## src/rtl/output_scheduler.sv

```systemverilog
// output_scheduler: per-output-port drain stage behind 8 input FIFOs.
// The scheduler picks a non-empty FIFO round-robin and keeps the grant for a
// whole packet, popping it word by word into a registered valid/ready stream.
// A header word carries LEN (payload words that follow) at [LEN_LSB+7:LEN_LSB].
// Optional feature: define OSCHED_TIMEOUT_EN to abort a packet whose FIFO
// stays empty for TIMEOUT consecutive cycles in BODY.
module output_scheduler #(
  parameter int WIDTH   = 32,
  parameter int NPORTS  = 8,
  parameter int LEN_LSB = 8,
  parameter int TIMEOUT = 255
) (
  input  logic                    clk,
  input  logic                    reset,
  input  logic [NPORTS-1:0]       fifo_empty,
  input  logic [NPORTS*WIDTH-1:0] fifo_data,
  output logic [NPORTS-1:0]       fifo_pop,
  output logic [WIDTH-1:0]        out_data,
  output logic                    out_valid,
  input  logic                    out_ready,
  output logic                    out_sop,
  output logic                    out_last,
  output logic                    out_abort,
  output logic [2:0]              grant_id,
  output logic                    busy
);

  typedef enum logic [1:0] {IDLE, HEAD, BODY} state_t;

  // Grant is 3 bits wide and the stall counter is 8 bits wide.
  if (NPORTS != 8) begin : g_chk_nports
    $error("output_scheduler supports exactly 8 FIFOs");
  end
  if (TIMEOUT < 1 || TIMEOUT > 255) begin : g_chk_timeout
    $error("output_scheduler TIMEOUT must be 1..255");
  end

  state_t           state;
  logic [2:0]       rr_ptr;
  logic [7:0]       remaining;

  logic             cur_empty;
  logic [WIDTH-1:0] cur_word;
  logic [7:0]       hdr_len;
  logic             slot_free;
  logic             xfer;
  logic             found;
  logic [2:0]       pick;
  logic [2:0]       idx;

  assign cur_empty = fifo_empty[grant_id];
  assign cur_word  = fifo_data[WIDTH*grant_id +: WIDTH];
  assign hdr_len   = cur_word[LEN_LSB +: 8];
  assign slot_free = !out_valid || out_ready;
  assign xfer      = (state != IDLE) && !cur_empty && slot_free;
  assign busy      = (state == HEAD) || (state == BODY);

  // Pop the granted FIFO on every transfer; suppressed while reset is held.
  always_comb begin
    fifo_pop = '0;
    if (reset && xfer) fifo_pop[grant_id] = 1'b1;
  end

  // Round-robin search for the first non-empty FIFO starting at rr_ptr.
  always_comb begin
    found = 1'b0;
    pick  = '0;
    idx   = '0;
    for (int k = 0; k < 8; k++) begin
      idx = rr_ptr + 3'(k);
      if (!found && !fifo_empty[idx]) begin
        found = 1'b1;
        pick  = idx;
      end
    end
  end

`ifdef OSCHED_TIMEOUT_EN
  localparam logic [7:0] STALL_LIM = 8'(TIMEOUT - 1);
  logic [7:0] stall_cnt;
`else
  assign out_abort = 1'b0;
`endif

  // Packet FSM and output register; out_* only change on a transfer so they
  // stay stable while the downstream applies backpressure.
  always_ff @(posedge clk or negedge reset) begin
    if (!reset) begin
      state     <= IDLE;
      rr_ptr    <= '0;
      grant_id  <= '0;
      remaining <= '0;
      out_data  <= '0;
      out_valid <= 1'b0;
      out_sop   <= 1'b0;
      out_last  <= 1'b0;
`ifdef OSCHED_TIMEOUT_EN
      out_abort <= 1'b0;
      stall_cnt <= '0;
`endif
    end else begin
`ifdef OSCHED_TIMEOUT_EN
      out_abort <= 1'b0;
`endif
      if (xfer) begin
        out_data  <= cur_word;
        out_valid <= 1'b1;
      end else if (slot_free) begin
        out_valid <= 1'b0;
      end

      case (state)
        IDLE: begin
          if (found) begin
            grant_id <= pick;
            state    <= HEAD;
          end
        end
        HEAD: begin
          if (xfer) begin
            out_sop   <= 1'b1;
            remaining <= hdr_len;
            if (hdr_len == 8'd0) begin
              out_last <= 1'b1;
              state    <= IDLE;
              rr_ptr   <= grant_id + 3'd1;
            end else begin
              out_last <= 1'b0;
              state    <= BODY;
            end
          end
        end
        BODY: begin
          if (xfer) begin
            out_sop   <= 1'b0;
            remaining <= remaining - 8'd1;
`ifdef OSCHED_TIMEOUT_EN
            stall_cnt <= '0;
`endif
            if (remaining == 8'd1) begin
              out_last <= 1'b1;
              state    <= IDLE;
              rr_ptr   <= grant_id + 3'd1;
            end else begin
              out_last <= 1'b0;
            end
          end
`ifdef OSCHED_TIMEOUT_EN
          else if (cur_empty) begin
            // Starved too long: drop the rest of the packet and move on.
            if (stall_cnt == STALL_LIM) begin
              out_abort <= 1'b1;
              state     <= IDLE;
              rr_ptr    <= grant_id + 3'd1;
              stall_cnt <= '0;
            end else begin
              stall_cnt <= stall_cnt + 8'd1;
            end
          end
`endif
        end
        default: state <= IDLE;
      endcase
    end
  end

endmodule
```

## config.mk

```make
export PLATFORM = sky130hd
export DESIGN_NAME = output_scheduler
export DESIGN_NICKNAME = d
export VERILOG_FILES = /design/src/rtl/output_scheduler.sv
export SDC_FILE = /design/constraint.sdc
export NUM_CORES = 1
export LEC_CHECK = 0
export CORE_AREA = 2 2 121 123
export DETAILED_ROUTE_END_ITERATION = 8
export DIE_AREA = 0 0 123 125
export PLACE_DENSITY_LB_ADDON = 0.05
export SLEW_MARGIN = 20
export SYNTH_ARGS = -nofsm -noshare
export SYNTH_HDL_FRONTEND = slang
export SYNTH_SLANG_ARGS = --single-unit
```

## constraint.sdc

```tcl
create_clock -name clk -period 8.9 [get_ports clk]
set_clock_uncertainty 0.05 [all_clocks]
set_input_delay 1.335 -clock clk [delete_from_list [all_inputs] [get_ports clk]]
set_output_delay 1.335 -clock clk [all_outputs]
set_load 0.05 [all_outputs]
```

==> results.yml <==
outcome:
  status: "completed"
pwr:
  p_per_area_nw_per_um2: 351
  p_leak_nw: 3.13
  vdd_drop_max_mv: 0.200
die:
  start_util_pct: 34.4
  io_pins: 315
  die_h_um: 125
  dieWidth_um: 123
  coreArea_sq_um: 14200
  die_area_sq_um: 15400
  floorplan.rows: 44
yosys:
  synth_edf_count: 0
  synthArstFlopShare_pct: 100
  yosysTopAreaCellShare_pct: 26.1
  synthFlopType: "dfrtp_1"
  synth_common_cells: "a221oi_1, a22o_1, dfrtp_1, nor2_1, clkbuf_1"
  synth_cell_types: 65
  synth_most_common_cell: "a221oi_1"
  syn-num-nets: 810
  synth_largest_area_cell: "dfrtp_1"
  synth.avg_cell_area_sq_um: 9.14
  ys_seq_area_share_pct: 26.1
  synthCells: 535
  syn_area_sq_um: 4890
  ys_seq_elements: 51
  synthTopCellsByArea: "dfrtp_1, a221oi_1, a22o_1"
  synth_warnings: 0
drt:
  first_iter_violations: 462
  antenna_left: 0
  drt_wl_total_um: 22800
  drc: 0
  dr_total_vias: 5916
  routedWlPerCell_um: 22.7
  viasPerCell: 5.90
  drt-pass1-iter-count: 5
timing:
  slew_viol_final: 0
  period_needed_ns: 5.96
  setup_violations: 0
  worstMarginPinSlew_ns: 1.04
  rsz0062_at_grt: "no"
  setup_tns_ns: 0
  hold_violations: 0
  fin_crit_sh_pct: 66.9
  max_slew_margin_pct: 30.4
  max_freq_mhz: 168
  setup_slack_ns: 2.94
clocking:
  clock-root-buffer: "clkbuf_16"
  clk_pin_slew_ns: 0.07
  postCtsSetupBuffers: 0
  cts_inserted_buffers: 5
  tritoncts: "done"
  ctsLongestPathBuffers: 2
  clk_latency_ns: 0.30
  htreeDepth: 2
  ctsHoldBuffers: 0
  numClockSinks: 51
  cts.repair.resized: 0
worst_setup_path:
  path_class: "primary input to primary output"
  worstRegToRegCells: 8
  start_kind: "primary input"
  crit_path_frequent_cell: "clkdlybuf4s50_1"
  crit_chain: "clkdlybuf4s50_1 > nor4b_1 > a2111o_1 > a2111oi_4 > buf_4 > and3_1 > clkdlybuf4s50_1"
  worst-path-max-fanout: 57
  crit_arrival_ns: 4.57
  crit_required_ns: 7.52
  critPathCaptureType: "primary output"
  slowest_delay_ns: 0.81
  slowest_stage: "clkdlybuf4s50_1"
placement:
  place_ws_ns: 2.99
  dp_hpwl_um: 17300
  io_buffers: 313
  gp_congestion: 0.912
global_routing:
  grt_max_degree: 58
  grt_overflow_total: 0
  grt_use_total_pct: 28.3
  grt_first_pass_wirelength_um: 33400
  antenna_found_initial: 1
  grt_pass1_vias: 5860
finish:
  fin_nets: 1092
  layout-drive-gt1-share_pct: 8.56
  diodes: 0
  syn2layout_area_growth_pct: 69.9
worst_hold_path:
  hold-path-cell-count: 2
  hp-class: "register to register"
flow_run:
  drv_cap: 0
[state kept, by name, summed over array words and instances, names as in the netlist]
| register | cells |
|---|---|
| grant_id | 3 |
| out_data | 32 |
| out_last | 1 |
| out_sop | 1 |
| out_valid | 1 |
| remaining | 8 |
| rr_ptr | 3 |
| state | 2 |
[report_power, final]
part / leakage (nW) / switching (mW) / internal (mW)
Combinational: 2.46 / 1.31 / 0.896
Sequential: 0.587 / 0.123 / 0.358
Clock: 0.0804 / 0.0949 / 0.134
[cells by family (layout without fill, tap and decap cells)]
| group | after synthesis | in the layout | synth area share (%) |
|---|---|---|---|
| AOI/OAI and AO/OA | 215 | 215 | 34.5 |
| and+or+nand+nor | 132 | 132 | 13.9 |
| buffers and inverters | 66 | 349 | 5.98 |
| muxes | 58 | 58 | 16.8 |
| DFF | 51 | 51 | 26.1 |
| adders and majority gates | 8 | 8 | 2.05 |
| xor gates and xnor gates | 4 | 4 | 0.716 |
| other | 1 | 1 | 0.0767 |
[routing by layer]
| layer | vias to the layer above | share of wire, % | track usage [%] |
|---|---|---|---|
| li1 | 2727 | - | - |
| met1 | 2847 | 39 | 35.2 |
| met2 | 309 | 50 | 48.9 |
| met3 | 31 | 9.3 | 6.48 |
| met4 | 2 | 2.0 | 7.62 |
| met5 | - | 0.057 | 0 |
[per-stage QoR]
stage                     total power [mW]  util [%]  cell area [sq um]  hold WS [ns]  cells
after floorplan                       2.00         -               4890         0.482    535
after global placement                2.64      57.3               8140         0.444    994
after detailed placement              2.67      57.3               8140         0.454    994
after CTS                             2.91      58.5               8310         0.470   1002
after global routing                  3.11      58.5               8310         0.484   1002
final                                 2.92      58.5               8310         0.462   1002
[cell usage in the layout (no fill, tap or decap), types with 17 or more instances in the layout]
cell type	n
dfrtp_1	51
mux2i_1	22
a221oi_1	58
nor2_1	44
a31oi_1	26
a21oi_1	17
a22o_1	52
mux4_2	17
clkdlybuf4s50_1	312
o21ai_0	17
[worst paths after layout]
path / slack (ns) / start / endpoint
setup / recovery: 2.94 / fifo_empty[0] / fifo_pop[2]
min in group asynchronous: 1.09 / reset / out_data[10]
hold reg to reg: 0.46 / out_last / out_last
hold / removal: 0.46 / out_last / out_last
setup reg to reg: 4.55 / rr_ptr[0] / grant_id[0]
max in group asynchronous: 6.88 / reset / remaining[5]
[cell type report]
class                           instances  area, sq um
Fill cell                            1266         5890
Multi-Input combinational cell        418         3350
Timing Repair Buffer                  327         3230
Sequential cell                        51         1280
Tap cell                              184          230
Clock buffer                            5          125
Inverter                               14         52.6
Clock inverter                          3         46.3
[worst max-delay path, delay by kind of cell]
kind	cells	cell delay (ns)
AND/OR/NAND/NOR	2	0.49
buffers and inverters	3	1.89
AO/OA/AOI/OAI	2	0.84
Power figures use the tool's default switching activity.
